## src/rtl/tinker_pkg.sv

```systemverilog
// Shared widths, opcodes and types for the tinker fetch front end.
package tinker_pkg;

  localparam int unsigned ADDR_W = 64;
  localparam int unsigned INSN_W = 32;
  localparam logic [4:0] OP_HALT = 5'h0F;
  localparam logic [ADDR_W-1:0] RESET_PC_DEFAULT = 64'h2000;

  typedef enum logic [0:0] {
    StRun,
    StHalted
  } fetch_state_e;

  typedef struct packed {
    logic [ADDR_W-1:0] pc;
    logic [INSN_W-1:0] insn;
  } fetch_entry_t;

  function automatic logic is_halt(input logic [INSN_W-1:0] insn);
    return insn[31:27] == OP_HALT;
  endfunction

endpackage

```

## src/rtl/tinker_insn_fifo.sv

```systemverilog
// Instruction queue between fetch and decode; power-of-two depth, flushable.
module tinker_insn_fifo
  import tinker_pkg::*;
#(
  parameter int unsigned DEPTH = 4,
  localparam int unsigned PTR_W = (DEPTH > 1) ? $clog2(DEPTH) : 1,
  localparam int unsigned CNT_W = $clog2(DEPTH + 1)
) (
  input  logic             clk,
  input  logic             reset,
  input  logic             flush,
  input  logic             push,
  input  fetch_entry_t     push_entry,
  input  logic             pop,
  output fetch_entry_t     head,
  output logic             full,
  output logic             empty,
  output logic [CNT_W-1:0] count
);

  fetch_entry_t     mem_q [DEPTH];
  logic [PTR_W-1:0] wr_ptr_q, rd_ptr_q;
  logic [CNT_W-1:0] count_q;

  // Storage carries no reset; the head is masked while empty.
  always_ff @(posedge clk) begin
    if (push) begin
      mem_q[wr_ptr_q] <= push_entry;
    end
  end

  // Pointers wrap naturally because DEPTH is a power of two.
  always_ff @(posedge clk or posedge reset) begin
    if (reset) begin
      wr_ptr_q <= '0;
      rd_ptr_q <= '0;
      count_q  <= '0;
    end else if (flush) begin
      wr_ptr_q <= '0;
      rd_ptr_q <= '0;
      count_q  <= '0;
    end else begin
      if (push) wr_ptr_q <= wr_ptr_q + PTR_W'(1);
      if (pop)  rd_ptr_q <= rd_ptr_q + PTR_W'(1);
      count_q <= count_q + CNT_W'(push) - CNT_W'(pop);
    end
  end

  assign full  = (count_q == CNT_W'(DEPTH));
  assign empty = (count_q == '0);
  assign count = count_q;
  assign head  = empty ? '0 : mem_q[rd_ptr_q];

endmodule

```

## src/rtl/tinker_fetch_unit.sv

```systemverilog
// Sequential instruction fetch with redirect, halt detection and a decode queue.
module tinker_fetch_unit
  import tinker_pkg::*;
#(
  parameter logic [ADDR_W-1:0] RESET_PC = RESET_PC_DEFAULT,
  parameter int unsigned       DEPTH    = 4
) (
  input  logic              clk,
  input  logic              reset,
  input  logic              redirect_valid,
  input  logic [ADDR_W-1:0] redirect_pc,
  output logic              mem_req_valid,
  output logic [ADDR_W-1:0] mem_req_addr,
  input  logic              mem_req_ready,
  input  logic              mem_rsp_valid,
  input  logic [INSN_W-1:0] mem_rsp_data,
  output logic              dec_valid,
  output logic [INSN_W-1:0] dec_insn,
  output logic [ADDR_W-1:0] dec_pc,
  input  logic              dec_ready
);

  localparam int unsigned CNT_W = $clog2(DEPTH + 1);

  fetch_state_e      state_q, state_d;
  logic [ADDR_W-1:0] fetch_pc_q, fetch_pc_d;
  // Address of the next response that will be kept; responses return in order.
  logic [ADDR_W-1:0] rsp_pc_q, rsp_pc_d;
  logic [CNT_W-1:0]  inflight_q, inflight_d;
  logic [CNT_W-1:0]  discard_q, discard_d;

  logic             fifo_full, fifo_empty;
  logic [CNT_W-1:0] occupancy;
  fetch_entry_t     head;
  logic [CNT_W:0]   budget;
  logic             accept, drop, enq, deq;

  assign budget        = {1'b0, occupancy} + {1'b0, inflight_q};
  assign mem_req_valid = !reset && (state_q == StRun) && !redirect_valid
                         && (budget < (CNT_W + 1)'(DEPTH));
  assign mem_req_addr  = reset ? '0 : fetch_pc_q;

  assign accept = mem_req_valid && mem_req_ready;
  assign drop   = mem_rsp_valid && (discard_q != '0);
  assign deq    = dec_valid && dec_ready && !redirect_valid;
  assign enq    = mem_rsp_valid && (discard_q == '0) && !redirect_valid
                  && (!fifo_full || deq);

  always_comb begin
    state_d    = state_q;
    fetch_pc_d = fetch_pc_q;
    rsp_pc_d   = rsp_pc_q;
    inflight_d = inflight_q + CNT_W'(accept) - CNT_W'(mem_rsp_valid);
    discard_d  = discard_q;
    if (redirect_valid) begin
      // Everything still outstanding belongs to the abandoned path.
      state_d    = StRun;
      fetch_pc_d = redirect_pc;
      rsp_pc_d   = redirect_pc;
      discard_d  = inflight_q - CNT_W'(mem_rsp_valid);
    end else begin
      if (accept) fetch_pc_d = fetch_pc_q + ADDR_W'(4);
      if (drop)   discard_d  = discard_q - CNT_W'(1);
      if (enq) begin
        rsp_pc_d = rsp_pc_q + ADDR_W'(4);
        if (is_halt(mem_rsp_data)) state_d = StHalted;
      end
    end
  end

  always_ff @(posedge clk or posedge reset) begin
    if (reset) begin
      state_q    <= StRun;
      fetch_pc_q <= RESET_PC;
      rsp_pc_q   <= RESET_PC;
      inflight_q <= '0;
      discard_q  <= '0;
    end else begin
      state_q    <= state_d;
      fetch_pc_q <= fetch_pc_d;
      rsp_pc_q   <= rsp_pc_d;
      inflight_q <= inflight_d;
      discard_q  <= discard_d;
    end
  end

  tinker_insn_fifo #(
    .DEPTH(DEPTH)
  ) u_fifo (
    .clk       (clk),
    .reset     (reset),
    .flush     (redirect_valid),
    .push      (enq),
    .push_entry('{pc: rsp_pc_q, insn: mem_rsp_data}),
    .pop       (deq),
    .head      (head),
    .full      (fifo_full),
    .empty     (fifo_empty),
    .count     (occupancy)
  );

  assign dec_valid = !fifo_empty;
  assign dec_insn  = head.insn;
  assign dec_pc    = head.pc;

endmodule

```

## config.mk

```make
export PLATFORM = sky130hd
export DESIGN_NAME = tinker_fetch_unit
export DESIGN_NICKNAME = d
export VERILOG_FILES = /design/src/rtl/tinker_pkg.sv /design/src/rtl/tinker_insn_fifo.sv /design/src/rtl/tinker_fetch_unit.sv
export SDC_FILE = /design/constraint.sdc
export NUM_CORES = 1
export LEC_CHECK = 0
export CAP_MARGIN = 30
export CORE_UTILIZATION = 51
export DETAILED_ROUTE_END_ITERATION = 16
export PLACE_DENSITY_LB_ADDON = 0.05
export SETUP_SLACK_MARGIN = 0.02
export SLEW_MARGIN = 40
export SYNTH_ARGS = -nofsm -noshare
export SYNTH_HDL_FRONTEND = slang
export SYNTH_SLANG_ARGS = --single-unit
```

## constraint.sdc

```tcl
create_clock -name clk -period 5.8 [get_ports clk]
set_input_delay 1.74 -clock clk [delete_from_list [all_inputs] [get_ports clk]]
set_output_delay 1.74 -clock clk [all_outputs]
set_load 0.03 [all_outputs]
```

## After elaboration in Yosys (flattened, before gate mapping)

Memories as Yosys holds them, arrays and structs flattened.
Index checks and enable logic that the tools add are counted.
Widths: inputs -> output; s select.

- Memory bits (writable): 384
- Bits in registers: 142
- Bits of input ports: 102
- Output and inout port bits: 162
- Logic and storage cells: 66
- Memories: 1

- Muxes and demuxes: 18
- $lt $le $gt $ge: 1
- $add $sub $neg: 11
- Bitwise gates (word level): 1
- Eq/ne operators: 2
- Reductions and logical operators: 24

Memories:

| name | words | width | rd ports | clocked after memory_dff | write ports | RTL line | source |
|---|---|---|---|---|---|---|---|
| u_fifo.mem_q | 4 | 96 | 1 | 0 | 1 | tinker_insn_fifo.sv:21 | `fetch_entry_t mem_q [DEPTH];` |

Operators by type and width:

| operator | number |
|---|---|
| $mux 64 | 5 |
| $add 64x3->64 const B | 2 |
| $mux 96 | 1 |
| $logic_and 1x1->1 | 10 |
| $reduce_bool 2->1 | 5 |
| $mux 3 | 3 |
| $sub 3x1->3 | 3 |
| $mux 2 | 4 |
| $add 3x1->3 | 2 |
| $logic_not 3->1 | 2 |
| $eq 5x4->1 const B | 1 |
| $mux 1 | 5 |
| $add 2x1->2 const B | 2 |
| $add 3x3->4 | 1 |
| $logic_not 1->1 | 4 |
| $lt 4x3->1 const B | 1 |
| $eq 3x3->1 const B | 1 |
| $reduce_bool 3->1 | 1 |
| $sub 3x1->3 const B | 1 |
| $reduce_and 2->1 | 1 |
| $logic_or 1x1->1 | 1 |
| $not 1->1 | 1 |

## Depth between registers and ports, before layout

- Depth in word-level cells: 9
- Gate-level depth with buffers: 14

## By module

From an unflattened synthesis, not the netlist that was laid out.

- Cell total of the unflattened synthesis: 1,673
- Area, all modules: 23,706.5 um2

By module, submodules not included:

| module | sequential area each (um2) | area an instance (um2) | instances | cells an instance |
|---|---|---|---|---|
| tinker_insn_fifo | 11,706.2 | 14,899.3 | 1 | 649 |
| tinker_fetch_unit | 3,380.7 | 8,807.2 | 1 | 1,024 |

## Worst setup path after synthesis

Ideal clock, no wire load.

- Path type: input port to flip-flop
- Start point: input redirect_valid
- End point: memory u_fifo.mem_q[0][0] in the netlist's numbering, enable pin
- Library setup time: 0.466 ns
- Buffers on the path: 1
- Cell stages on the path: 3
- Data required time: 5.334 ns
- Data arrival time: 4.448 ns
- Slack: 0.886 ns
- Cell sequence: nor4bb_1 -> buf_2 -> and3_1

- Longest elaborated chain between the ends: 6

RTL lines:

| element | RTL line | source |
|---|---|---|
| start, declared | tinker_fetch_unit.sv:10 | `input logic redirect_valid,` |
| $logic_not 1->1 * | tinker_fetch_unit.sv:45, tinker_fetch_unit.sv:46 |  |
| $logic_and 1x1->1 | tinker_fetch_unit.sv:45 | `assign deq = dec_valid && dec_ready && !redirect_valid;` |
| $logic_or 1x1->1 | tinker_fetch_unit.sv:47 | `&& (!fifo_full \|\| deq);` |
| $logic_and 1x1->1 * | tinker_fetch_unit.sv:47 |  |
| $mux 1 * | tinker_insn_fifo.sv:27 | `if (push) begin` |
| $mux 1 (implied by the code) * | tinker_insn_fifo.sv:28 | `mem_q[wr_ptr_q] <= push_entry;` |
| end, declared | tinker_insn_fifo.sv:21 |  |

Every way passes the cells marked *; elsewhere a longest branch is shown, timed or not.

## Worst setup path after layout

- Start point: register u_fifo.rd_ptr_q[0]
- End point: output dec_pc[34]

- Longest elaborated chain between the ends: 2

RTL lines:

| element | RTL line | source |
|---|---|---|
| start, declared | tinker_insn_fifo.sv:22 | `logic [PTR_W-1:0] wr_ptr_q, rd_ptr_q;` |
| start signal, assigned | tinker_insn_fifo.sv:44 | `if (pop) rd_ptr_q <= rd_ptr_q + PTR_W'(1);` |
| $mem_v2 4x96 | - |  |
| $mux 96 | tinker_insn_fifo.sv:52 | `assign head = empty ? '0 : mem_q[rd_ptr_q];` |
| end, declared | tinker_fetch_unit.sv:19 | `output logic [ADDR_W-1:0] dec_pc,` |

Every way passes these cells.

==> impl_results.md <==
- Wire per inst: 23.70 um
- HP Start: fetch_pc_q[1]$_DFFE_PP0P_
- Required time of the critical path: 4.06 ns
- IO buf count: 263
- Top-count cell post-synth: edfxtp_1
- H-tree lvl count: 2
- CTS resizes: 0
- Setup TNS: 0 ns
- Initial antenna violation count: 2
- Die Span Y: 218.5 um
- Clock root buffer: clkbuf_16
- Sink Count: 526
- HPWL after DPL: 40920 um
- Number of remaining DRC errors: 0
- Vias in the first global route: between 15k and 20k
- Synth top area cells: edfxtp_1 (48%), dfrtp_1 (15%), mux4_2 (9.0%), and2_1 (2.9%), nand2_1 (2.1%)
- Fin. Hold Viols: 0
- Die Width: about 220 um
- Synthesized net count: about 1.8k
- Number of synthesized flops with an enable pin: 384
- Post-Syn Area per Cell: 13.82 um^2
- Gate power share: 29.0%
- Post-synth top area cell: edfxtp_1
- Largest net degree at the start of global routing: 137
- Endpoints failing setup: 0
- CTS Buf Count: 53
- Number of cell rows: 78
- Hold Crit Class: register to register
- Ys Warns: 0
- Clock Latency Late Sink: 0.60 ns
- Arr. time, crit path: 3.31 ns
- Worst r2r src: inflight_q[2]$_DFF_PP0_
- Least-Margin Pin Slew: 0.8413 ns
- GR peak layer: met2
- Synth Instances: approximately 1.7k
- Fill count: 3492
- Final period util: 87.09%
- Power density cells: 392.6 nW/um^2
- Pleak: 9.863 nW
- Placer Congestion: 0.9157
- Max VDD drop: 304.9 uV
- Hold_buf cts: 0
- Share of the synthesized area in the top cell type: 48.25%
- First-pass GRT wire length: 94560 um
- Layout Nets: 2098
- CTS tree: built
- Final WS setup: ~0.75 ns
- Worst Setup Start Kind: register
- Multi-input gate area: slightly above 8000 um^2
- Sequential fraction of the synthesis area: 63.12%
- Max_slew headroom: 43.15%
- Worst reg2reg path endpoint: inflight_q[2]$_DFF_PP0_
- Reg2Reg Depth: 12
- Top cells by count, synth: edfxtp_1 (384), dfrtp_1 (140), nand2_1 (133)
- CP Class: register to output pin
- Int Pwr: 7.742 mW
- I/O pin count: 264
- Vias/cell: 6.108
- Core Footprint: about 46000 um^2
- Yosys cell types: 72
- GRT Total Usage: 26.25%
- Asr flop ratio synth: a little over a quarter
- Met2 Track Usage GR: 40.23%
- DP Worst Slack: 0.8126 ns
- Setup Buffers After CTS: 0
- Die area: 47730 um^2
- Area Overhead vs Synth: 21.18%
- Share of cells above drive strength 1: roughly an eighth
- Crit-path max FO: 31
- Max cap viols: 0
- Reg area: 15090 um^2
- Initial Utilization: between 50% and 60%
- WHS Endpoint: fetch_pc_q[1]$_DFFE_PP0P_
- Status: complete, no violations
- Min Tclk post-route: approximately 5.1 ns
- Met1 usage: 38.64%
- Synthesis-stage register bit count: ~530
- P_sw: 3.627 mW
- Unrepaired setup endpoints after global routing: false
- Pre-antenna DRT Iters: 8
- Initial DRC count: 1368
- Clock share of power: 29.4%
- Hold Crit Depth: 2
- Final wirelength: about 62000 um
- Vias: between 15k and 20k
- Peak Freq: 198.0 MHz
- Met3 GRT Util: 4.036%
- Worst Setup End Kind: output pin
- Fin. max-slew vios: 0
- Register clock-pin slew on the reported worst setup and hold paths: 0.06 ns
- Switching share of power: 31.90%
- GRT overflow: 0
- Placed Area: 27230 um^2
- DRT antenna net count: 0
- Total power: 11.37 mW
- Skew final: around 0.017 ns
- Reg-to-reg setup timing slack: around 2.6 ns
- Final Cell Area: a little under 30000 um^2
- Worst hold slack: 0.5299 ns
- CTS Buffer Depth: 3
- Flop pwr share: 41.7%
- Main synth FF type: edfxtp_1
- Mapped cell area: about 24000 um^2
==> power groups by stage <==
stage | clock [mW] | sequential [mW] | combinational [mW]
floorplan | 0 | 4.59 | 2.16
global placement | 0 | 4.79 | 3.30
detailed placement | 0 | 4.80 | 3.33
CTS | 3.41 | 4.73 | 3.34
global route | 3.54 | 4.78 | 3.52
finish | 3.34 | 4.74 | 3.29
==> critical path, stage by stage, from the launching register on <==
cell             delay [ns]
dfrtp_4                0.87
buf_4                  0.46
mux4_2                 0.54
and2_1                 0.17
clkdlybuf4s50_1        0.65
==> how the worst max path moves through the flow <==
| stage | startpoint | slack, ns | cells after the start | to |
|---|---|---|---|---|
| after floorplan | redirect_valid | 0.89 | 3 | u_fifo.mem_q[0][0]$_DFFE_PP_ |
| after global placement | reset | 0.90 | 4 | mem_req_addr[7] |
| after detailed placement | reset | 0.81 | 4 | mem_req_addr[5] |
| after CTS | u_fifo.rd_ptr_q[0]$_DFFE_PP0P_ | 0.66 | 4 | dec_pc[34] |
| after global routing | u_fifo.rd_ptr_q[0]$_DFFE_PP0P_ | 0.58 | 4 | dec_pc[32] |
| final | u_fifo.rd_ptr_q[0]$_DFFE_PP0P_ | 0.75 | 4 | dec_pc[34] |
==> cell type report <==
class / instances / area share (%)
flip-flops and latches: 526 / 52.12
multi-input cells: 1057 / 28.55
repair buffers: 295 / 10.31
clock buffers: 67 / 4.981
well taps: 600 / 2.592
clock inverters: 28 / 0.8468
inverters: 45 / 0.5962
diodes: 1 / 0.008640
==> sequential cells by signal, summed over array words and instances (netlist names), 2 cells and up <==
register and flops:
fetch_pc_q 64, u_fifo.wr_ptr_q 2, u_fifo.rd_ptr_q 2, inflight_q 3, rsp_pc_q 64, discard_q 3, u_fifo.count 3, u_fifo.mem_q 384
==> kinds of logic after synthesis <==
logic type / synth area share (%)
compound gates: 5.822
xor+xnor: 1.502
fa+ha+maj: 1.005
buf+inv: 2.523
flops: 63.12
mux: 10.21
simple gates: 15.82
==> layout by cell type, fill, tap and decap left out, drive strengths merged, types with 29 or more instances in the layout <==
cell and instances:
and2 111, and3 29, buf 34, clkbuf 67, clkdlybuf4s50 261, dfrtp 140
edfxtp 384, inv 45, mux4 96, nand2 134, nand3 101, nand4 55
nor2 69, nor2b 54, nor4 36, o21ai 65, o311ai 33
==> routing by layer <==
metal  vias up  routed length (um)
met5         -                  13
met4         2                1524
met3        85                4047
met2       639               28620
met1      8103               27870
li1       7167                   -
==> metrics by stage <==
stage	utilization, %	cells
floorplan	-	1729
global placement	59.45	2522
global route	63.27	2618
detailed placement	59.48	2522
finish	63.27	2619
CTS	63.17	2617
(Power assumes the default switching activity.)
